--- config.mk ---
export PLATFORM = sky130hd
export DESIGN_NAME = fetch_stage
export DESIGN_NICKNAME = d
export VERILOG_FILES = /design/src/rtl/fetch_stage.sv
export SDC_FILE = /design/constraint.sdc
export NUM_CORES = 1
export LEC_CHECK = 0
export BUFFER_PORTS_ARGS = -buffer_cell sky130_fd_sc_hd__buf_2
export CORE_MARGIN = 2
export CORE_UTILIZATION = 47
export CTS_CLUSTER_DIAMETER = 30
export DETAILED_ROUTE_END_ITERATION = 7
export PLACE_DENSITY_LB_ADDON = 0.25
export SYNTH_ARGS = -nofsm -noshare
export SYNTH_HDL_FRONTEND = slang
export SYNTH_SLANG_ARGS = --single-unit
--- constraint.sdc ---
create_clock -name clk -period 2.1 [get_ports clk]
set_input_delay 0.21 -clock clk [delete_from_list [all_inputs] [get_ports clk]]
set_output_delay 0.21 -clock clk [all_outputs]
set_load 0.01 [all_outputs]
--- src/rtl/fetch_stage.sv ---
// Instruction-fetch stage: owns the PC, runs a single-outstanding imem handshake
// and loads the IF/ID pipeline register, honouring redirect, stall and flush.
module fetch_stage #(
  parameter logic [31:0] RESET_PC  = 32'h0000_0000,
  parameter logic [31:0] NOP_INSTR = 32'h0000_0013
) (
  input  logic        clk,
  input  logic        rst,
  input  logic        stall,
  input  logic        take_branch,
  input  logic [31:0] next_pc,
  input  logic        flush_pipe,
  output logic        imem_req,
  output logic [31:0] imem_addr,
  input  logic        imem_gnt,
  input  logic        imem_rvalid,
  input  logic [31:0] imem_rdata,
  output logic        if_id_valid,
  output logic [31:0] if_id_pc,
  output logic [31:0] if_id_instr
);

  typedef enum logic [1:0] {
    S_REQ  = 2'd0,
    S_WAIT = 2'd1,
    S_HOLD = 2'd2,
    S_DROP = 2'd3
  } state_t;

  state_t      state_reg, state_next;
  logic [31:0] pc_reg, pc_next;
  logic [31:0] hold_reg, hold_next;
  logic        if_id_valid_reg, if_id_valid_next;
  logic [31:0] if_id_pc_reg, if_id_pc_next;
  logic [31:0] if_id_instr_reg, if_id_instr_next;

  logic        deliver;
  logic [31:0] deliver_instr;

  assign imem_req    = (state_reg == S_REQ) & ~rst;
  assign imem_addr   = pc_reg;
  assign if_id_valid = if_id_valid_reg;
  assign if_id_pc    = if_id_pc_reg;
  assign if_id_instr = if_id_instr_reg;

  // Fetch FSM: a redirect always wins over stall, response and hold.
  always_comb begin
    state_next    = state_reg;
    pc_next       = pc_reg;
    hold_next     = hold_reg;
    deliver       = 1'b0;
    deliver_instr = hold_reg;
    case (state_reg)
      S_REQ: begin
        if (take_branch) begin
          pc_next = next_pc;
          if (imem_gnt) state_next = S_DROP;
        end else if (imem_gnt) begin
          state_next = S_WAIT;
        end
      end
      S_WAIT: begin
        if (take_branch) begin
          pc_next    = next_pc;
          state_next = imem_rvalid ? S_REQ : S_DROP;
        end else if (imem_rvalid) begin
          if (stall) begin
            hold_next  = imem_rdata;
            state_next = S_HOLD;
          end else begin
            deliver       = 1'b1;
            deliver_instr = imem_rdata;
            pc_next       = pc_reg + 32'd4;
            state_next    = S_REQ;
          end
        end
      end
      S_HOLD: begin
        if (take_branch) begin
          pc_next    = next_pc;
          state_next = S_REQ;
        end else if (!stall) begin
          deliver    = 1'b1;
          pc_next    = pc_reg + 32'd4;
          state_next = S_REQ;
        end
      end
      S_DROP: begin
        // A stale response arriving together with a new redirect is still the
        // one we were waiting to discard, so leave DROP rather than deadlock.
        if (take_branch) pc_next = next_pc;
        if (imem_rvalid) state_next = S_REQ;
      end
      default: state_next = S_REQ;
    endcase
  end

  // IF/ID: flush beats stall, stall beats a load, otherwise insert a bubble.
  always_comb begin
    if_id_valid_next = if_id_valid_reg;
    if_id_pc_next    = if_id_pc_reg;
    if_id_instr_next = if_id_instr_reg;
    if (flush_pipe) begin
      if_id_valid_next = 1'b0;
      if_id_instr_next = NOP_INSTR;
    end else if (stall) begin
      if_id_valid_next = if_id_valid_reg;
    end else if (deliver) begin
      if_id_valid_next = 1'b1;
      if_id_pc_next    = pc_reg;
      if_id_instr_next = deliver_instr;
    end else begin
      if_id_valid_next = 1'b0;
      if_id_instr_next = NOP_INSTR;
    end
  end

  always_ff @(posedge clk) begin
    if (rst) begin
      state_reg       <= S_REQ;
      pc_reg          <= RESET_PC;
      hold_reg        <= 32'd0;
      if_id_valid_reg <= 1'b0;
      if_id_pc_reg    <= 32'd0;
      if_id_instr_reg <= NOP_INSTR;
    end else begin
      state_reg       <= state_next;
      pc_reg          <= pc_next;
      hold_reg        <= hold_next;
      if_id_valid_reg <= if_id_valid_next;
      if_id_pc_reg    <= if_id_pc_next;
      if_id_instr_reg <= if_id_instr_next;
    end
  end

endmodule

## Word-level counts from Yosys, hierarchy flattened

Index checks and enable logic that the tools add are counted.

| word-level totals | value |
|---|---|
| output and inout bits | 98 |
| word-level logic and storage cells | 54 |
| register bits after elaboration | 131 |

| operators by class | value |
|---|---|
| multiplexer cells | 27 |
| eq/ne operators | 8 |
| reductions and logical operators | 7 |
| add/subtract/negate cells | 1 |
| bitwise operators | 5 |

Operators with widths:

| cell | number |
|---|---|
| 32-bit 2-to-1 mux | 9 |
| 32-bit case mux with 3 select lines | 1 |
| 32-bit by 3-bit adder with 32-bit output (second input constant) | 1 |
| 2-bit 2-to-1 mux | 10 |
| 2-bit case mux with 4 select lines | 1 |
| 4-bit AND reduction | 2 |
| 3-bit != test (second input constant) | 2 |
| 1-bit 2-to-1 mux | 5 |
| 2-bit equality test (second input constant) | 2 |
| 2-bit != test (second input constant) | 2 |
| 1-bit inverter | 4 |
| 2-bit OR reduction | 2 |
| 3-bit AND reduction | 1 |
| 2-bit by 1-bit equality test with 1-bit output (second input constant) | 1 |
| 2-bit zero test | 1 |
| 2-bit by 1-bit != test with 1-bit output (second input constant) | 1 |
| 1-bit case mux with 2 select lines | 1 |
| 2-bit AND reduction | 1 |
| 1-bit AND | 1 |

## Logic depth before layout (Yosys ltp)

Gate-level depths: netlist of run 1.

| logic depth | value |
|---|---|
| depth in word-level cells | 5 |
| gate-level depth with buffers | 11 |

## Worst setup path before layout of run 1

OpenSTA, ideal clock, no wires.

| path | value |
|---|---|
| kind | register to register |
| start | register state_reg[0] |
| end | register if_id_pc_reg[16], in the netlist if_id_pc[16] |
| slack | -187 ps |
| library setup time | 132 ps |
| data arrival time | 2,154 ps |
| cell stages (with the launch flop) | 12 |
| required time | 1,968 ps |
| period minus slack after synthesis | 2,287 ps |
| cell sequence | dfxtp_1 inv_1 ha_1 nand2b_1 buf_2 or3_1 clkbuf_1 or2_2 clkbuf_1 clkbuf_1 nand2_1 a21oi_1 |

| between the ends | value |
|---|---|
| cells in the longest elaborated chain, start to end | 3 |
| elaborated cells on any way between the ends | 4 |
| classes of those cells | eq/ne (2); mux (1); reduce/logical (1) |

Ends and longest elaborated chain:

| item | line | text |
|---|---|---|
| start, declared | 30 | `state_t state_reg, state_next;` |
| start signal, assigned | 127 | `state_reg <= state_next;` |
| 2-bit equality test or 2-bit by 1-bit equality test with 1-bit output (tied branches) | 53 | `case (state_reg)` |
| 1-bit case mux with 2 select lines * | 53 |  |
| 3-bit AND reduction (no source line) * | - |  |
| end signal, assigned | 131 | `if_id_pc_reg <= if_id_pc_next;` |
| end, declared | 34 | `logic [31:0] if_id_pc_reg, if_id_pc_next;` |

Every way passes the cells marked *; elsewhere a longest branch is shown, timed or not.
A chain may end at the register's enable or synchronous reset.

## Worst setup path after layout of run 1

| path | value |
|---|---|
| start | register pc_reg[6], in the netlist imem_addr[6] |
| end | register pc_reg[31], in the netlist imem_addr[31] |

| between the ends | value |
|---|---|
| cells in the longest elaborated chain, start to end | 5 |
| elaborated cells on any way between the ends | 6 |
| classes of those cells | add/sub (1); mux (5) |

Ends and longest elaborated chain:

| item | line | text |
|---|---|---|
| start, declared | 31 | `logic [31:0] pc_reg, pc_next;` |
| start signal, assigned | 128 | `pc_reg <= pc_next;` |
| 32-bit by 3-bit adder with 32-bit output * | 73, 84 |  |
| 32-bit 2-to-1 mux * | 67, 82 |  |
| 32-bit 2-to-1 mux | 66 | `end else if (imem_rvalid) begin` |
| 32-bit 2-to-1 mux | 63 | `if (take_branch) begin` |
| 32-bit case mux with 3 select lines * | 53 |  |

Every way passes the cells marked *; elsewhere a longest branch is shown, timed or not. The select of a mux whose other input is x is not followed.

==> impl_results.md, run 1 <==
- Status: completed
- Slew Limit Fails: 0
- Layout Skew: 0.00899 ns
- Unrepaired setup endpoints after global routing: no
- Tmin final: ~2.0 ns
- WS Path Type: reg -> reg
- Crit-path max FO: 6
- Power Dens Cells: 927 mW/mm²
- Vias/cell: 5.37
- Top Ports: 169
- CTS sink cnt: 131
- #FFs+latches synth: 131
- Layout cells sized above 1: 0.270
- Post-CTS setup buffers: 0
- DRC Markers: 0
- Count leader, synth: nand2_1
- Starting Density: 0.486
- Flop pwr share: 0.395
- Std cell rows: 40
- Logic pwr share: 0.240
- Final worst-path setup slack: 0.135 ns
- Syn_nets: 869
- Buffers on Ports: 168
- GR Overflow Total: 0
- DIE AREA: 0.0135 mm²
- Peak supply drop: 0.585 mV
- Clk_lat worst skew: 0.42 ns
- Fmax: 0.509 GHz
- Synth top area cells: dfxtp_1 44%, nand2_1 14%, a21oi_1 12%
- Initial antenna violation count: 0
- Largest buffer count on any clock path: 2
- CTS Hold Bufs: 0
- Power, Total: 7.07 mW
- Required time of the worst setup path: 2.44 ns
- Sw power: roughly 2.2 mW
- Hold Fails Final Rpt: 0
- Diode count: 0
- Hold Crit Class: in -> reg
- Die height: between 100 and 150 µm
- Mapped Area: 0.00591 mm²
- Total wire length: 17200 µm
- Synth-to-Final Area Change: 29.1%
- First-pass GRT wire length: 27200 µm
- Static Leakage: just over 3 nW
- Headroom to the max-slew limit: 0.583
- Worst-margin pin slew: 0.625 ns
- Final ANT Viol Nets: 0
- Main synth FF type: dfxtp_1
- Worst slack, placed: 0.0672 ns
- TritonCTS clock tree: built
- Hold path start: next_pc[1]
- R2R Path Start: imem_addr[6]
- Dpl cells: 1115
- Setup violators final: 0
- Root cell of the clock tree: clkbuf_16
- Fin cells: 1145
- EDFF count, synth: 0
- Ys async rst share: 0
- First-pass detailed-route iteration total: 4
- Area of the core: 0.0122 mm²
- Vias: approximately 6.1k
- Netlist cell types: 63
- CP arrival: 2.31 ns
- CTS buffer count: 17
- Worst setup path startpoint: imem_addr[6]
- Number of global-route vias before repair: 5481
- Layout net count: between 1k and 1.5k
- Yosys top cell by area: dfxtp_1
- Largest net degree at the start of global routing: just over 50
- Cell Int Power: about 4.9 mW
- Total GRT Usage: 0.257
- Die width: 116 µm
- Synth cell count leaders: 215 x nand2_1, 145 x a21oi_1, 131 x dfxtp_1, 72 x nor2_1, 45 x clkbuf_1
- Syn_area_per_cell: approximately 7.5 µm²
- MaxCap Viol Count: 0
- Placer Congestion: just under 0.9
- Tcrit/Tclk final: 0.936
- CP Capture Type: flip-flop
- Top cell type's share of synthesized area: 0.444
- CP startpoint kind: flip-flop
- CTS resizes: 0
- Final hold slack: between 0.02 and 0.025 ns
- H-tree levels: 4
- Syn Inst Count: between 700 and 800
- Clock power frac: 0.365
- Sw frac: 0.312
- Clock transition at path regs: roughly 0.060 ns
- YS warnings: 0
- Avg WL per Cell: 15.0 µm
- Register area share after synthesis: 0.444
- Post-DP HPWL: 11600 µm
- DRT iter0 DRCs: 415
==> through the flow <==
step | instance area (µm²) | TNS [ns] | util
finish | 7620 | 0 | 0.627
global route | 7620 | 0 | 0.627
CTS | 7590 | 0 | 0.624
detailed placement | 7090 | 0 | 0.583
global placement | 7090 | 0 | 0.583
floorplan | 5960 | -0.0999 | -
==> worst max-delay path, stage by stage (launching register included) <==
cell and delay (ns):
dfxtp_1 0.44, inv_1 0.15, nor4_2 0.41, nand4_1 0.26
or4_1 0.45, a31oi_1 0.18
==> kinds of logic (layout without fill, tap and decap cells) <==
| group | Yosys count | count (layout) | synth area share |
|---|---|---|---|
| adders and majority gates | 6 | 6 | 0.0127 |
| AOI/OAI and AO/OA | 208 | 208 | 0.202 |
| DFF | 131 | 131 | 0.444 |
| and+or+nand+nor | 367 | 367 | 0.270 |
| xor gates and xnor gates | 1 | 1 | 0.00148 |
| buffers and inverters | 71 | 256 | 0.0559 |
| muxes | 8 | 8 | 0.0138 |
==> layout make-up <==
cell class              instances  area [µm²]
clock buffers                  24         472
clock inverters                 6        32.5
fillers                      1172        4540
inverters                      14        52.6
multi-input cells             590        3000
flip-flops and latches        131        2630
well taps                     168         210
repair buffers                212        1220
==> layout by cell type (no fill, tap or decap), types with 3 or more instances in the layout <==
master,n
nand2_1,215
buf_2,167
a21oi_1,144
dfxtp_1,126
nor2_1,70
buf_4,41
clkbuf_16,17
nand3_1,16
inv_1,12
o22ai_1,9
a31oi_1,9
nor4_1,8
nor3_1,7
mux2i_1,7
and2_1,7
or3_1,6
nand4_1,6
a211oi_1,6
o21ai_0,6
clkinv_2,5
clkbuf_1,5
dfxtp_2,5
nor2b_1,4
nand2b_1,4
a311oi_1,4
buf_12,4
nand3b_1,3
a22oi_1,3
o21a_1,3
o32ai_1,3
ha_1,3
==> final timing paths <==
check / end / cells past startpoint / slack (ns)
hold / removal: imem_addr[1] / 3 / 0.02
setup / recovery: imem_addr[31] / 5 / 0.13
setup reg to reg: imem_addr[31] / 5 / 0.13
hold reg to reg: if_id_pc[31] / 2 / 0.45
==> power groups by stage <==
stage / Sequential (mW) / Clock (mW) / Combinational [mW]
2_1_floorplan: 2.91 / 0 / 0.970
3_3_place_gp: 2.83 / 0 / 1.65
3_5_place_dp: 2.83 / 0 / 1.66
4_1_cts: 2.78 / 2.61 / 1.68
5_1_grt: 2.81 / 2.72 / 1.87
6_report: 2.79 / 2.58 / 1.70
==> routing by layer <==
layer | vias to the layer above | wire [µm] | global-route usage
met5 | - | 0 | 0
met4 | 0 | 241 | 0.0905
met3 | 20 | 1250 | 0.0716
met2 | 219 | 7760 | 0.388
met1 | 2848 | 7940 | 0.355
li1 | 3058 | - | -
No activity file was read; power rests on OpenSTA's default activity.
==> run 2: changes to the inputs <==
--- a/config.mk
+++ b/config.mk
@@ -11,6 +11,7 @@
 export CTS_CLUSTER_DIAMETER = 30
 export DETAILED_ROUTE_END_ITERATION = 7
 export PLACE_DENSITY_LB_ADDON = 0.25
+export RECOVER_POWER = 100
 export SYNTH_ARGS = -nofsm -noshare
 export SYNTH_HDL_FRONTEND = slang
 export SYNTH_SLANG_ARGS = --single-unit
==> constraint.sdc (replaced) <==
create_clock -name clk -period 2.1 [get_ports clk]
set_input_delay 0.21 -clock clk [delete_from_list [all_inputs] [get_ports clk]]
set_output_delay 0.21 -clock clk [all_outputs]
set_load 0.1 [all_outputs]
==> impl_results.md, run 2 (same netlist as run 1, synthesis figures left out) <==
- Sw frac: 0.372
- # fillers: 1161
- Total wire length: 16800 µm
- Clock transition at path regs: 0.06 ns
- Tmin final: a little under 2 ns
- Power Dens Cells: 1070 mW/mm²
- DRC Markers: 0
- Die width: 116 µm
- Cell Int Power: between 5 and 6 mW
- Placer Congestion: between 0.8 and 0.9
- TNS Setup: 0 ns
- Clk_lat worst skew: 0.43 ns
- Vias: 5994
- Sw power: around 3.0 mW
- CTS sink cnt: roughly 130
- Slew Limit Fails: 0
- Std cell rows: 40
- TritonCTS clock tree: built
- Layout cells sized above 1: 0.225
- Fin cells: 1131
- Required time of the worst setup path: 2.40 ns
- Starting Density: 0.486
- CP Capture Type: flip-flop
- Static Leakage: 2.77 nW
- Most frequent cells in the layout: 215 x nand2_1, 145 x a21oi_1, 105 x dfxtp_1
- Hold Fails Final Rpt: 0
- Layout Skew: around 0.011 ns
- Initial antenna violation count: 0
- DIE AREA: 0.0135 mm²
- GR Overflow Total: 0
- Placement Cell Area: 0.00705 mm²
- Unrepaired setup endpoints after global routing: no
- Largest buffer count on any clock path: 2
- Worst-margin pin slew: 1.19 ns
- Post-CTS setup buffers: 0
- Headroom to the max-slew limit: 0.211
- Final ANT Viol Nets: 0
- H-tree levels: 4
- Vias/cell: about 5.3
- Peak supply drop: between 0.7 and 0.8 mV
- Fmax: approximately 0.51 GHz
- DRT iter0 DRCs: 390
- Total GRT Usage: 0.254
- Avg WL per Cell: 14.9 µm
- CTS buffer count: 17
- Clock power frac: 0.358
- MaxCap Viol Count: 0
- Dpl cells: about 1.1k
- Commonest non-fill, non-tap cell in the layout: nand2_1
- Top Ports: 169
- First-pass detailed-route iteration total: 5
- Die height: 116 µm
- Logic pwr share: 0.284
- Status: completed
- Root cell of the clock tree: clkbuf_16
- Synth-to-Final Area Change: 27.9%
- CP startpoint kind: flip-flop
- Final instance area: 0.00755 mm²
- Flop pwr share: 0.359
- Largest net degree at the start of global routing: 63
- Post-DP HPWL: 11600 µm
- Layout net count: 1026
- CTS resizes: 0
- WS Path Type: reg -> reg
- Power, Total: around 8 mW
- Final core utilization: 0.621
- Number of global-route vias before repair: 5436
- CP arrival: 2.27 ns
- Setup violators final: 0
- CTS Hold Bufs: 0
- Hold Crit Class: in -> reg
- Buffers on Ports: 168
- Tcrit/Tclk final: 0.941
- First-pass GRT wire length: 27000 µm
- Area of the core: 0.0122 mm²
- Crit-path max FO: 12
## run 2: metrics by stage
| stage | worst slack, ns | hold WS [ns] |
|---|---|---|
| after detailed placement | 0.0645 | 0.441 |
| after global placement | 0.140 | 0.437 |
| final | 0.124 | 0.0172 |
| after global routing | 0.00937 | 0.0210 |
| after CTS | 0.0411 | 0.00971 |
| after floorplan | -0.102 | 0.325 |
## run 2: power groups by stage
stage / Sequential, mW / Combinational (mW) / Clock (mW)
2_1_floorplan: 3.71 / 1.03 / 0
3_3_place_gp: 2.95 / 2.30 / 0
3_5_place_dp: 2.95 / 2.31 / 0
4_1_cts: 2.90 / 2.32 / 2.94
5_1_grt: 2.94 / 2.47 / 3.06
6_report: 2.91 / 2.30 / 2.90
## run 2: routing by layer
metal	global-route usage	vias to the layer above	share of wire
met2	0.407	204	0.47
met3	0.0841	13	0.075
li1	-	3030	-
met5	0	-	0
met4	0.0754	0	0.0077
met1	0.327	2747	0.45
## run 2: worst paths after layout
check | start | to | slack (ns) | cells past startpoint
worst min-delay path | next_pc[0] | imem_addr[0] | 0.02 | 3
worst max-delay path | state_reg[0] | imem_addr[17] | 0.12 | 7
worst min register to register | if_id_pc[20] | if_id_pc[20] | 0.45 | 2
worst max register to register | state_reg[0] | imem_addr[17] | 0.12 | 7
## run 2: area by class of cell
type	instances	area, µm²	share of cell area
Inverter	14	52.6	0.00696
Sequential cell	131	2700	0.358
Timing Repair Buffer	195	1000	0.133
Tap cell	168	210	0.0278
Multi-Input combinational cell	590	3000	0.397
Antenna cell	1	2.50	0.000331
Clock inverter	10	106	0.0141
Clock buffer	22	475	0.0630
## run 2: critical path, stage by stage (launching register included)
cell	delay, ns
dfxtp_2	0.36
inv_2	0.07
ha_4	0.27
nor2b_1	0.22
a21oi_1	0.13
buf_4	0.22
o31a_1	0.29
a2111oi_1	0.29
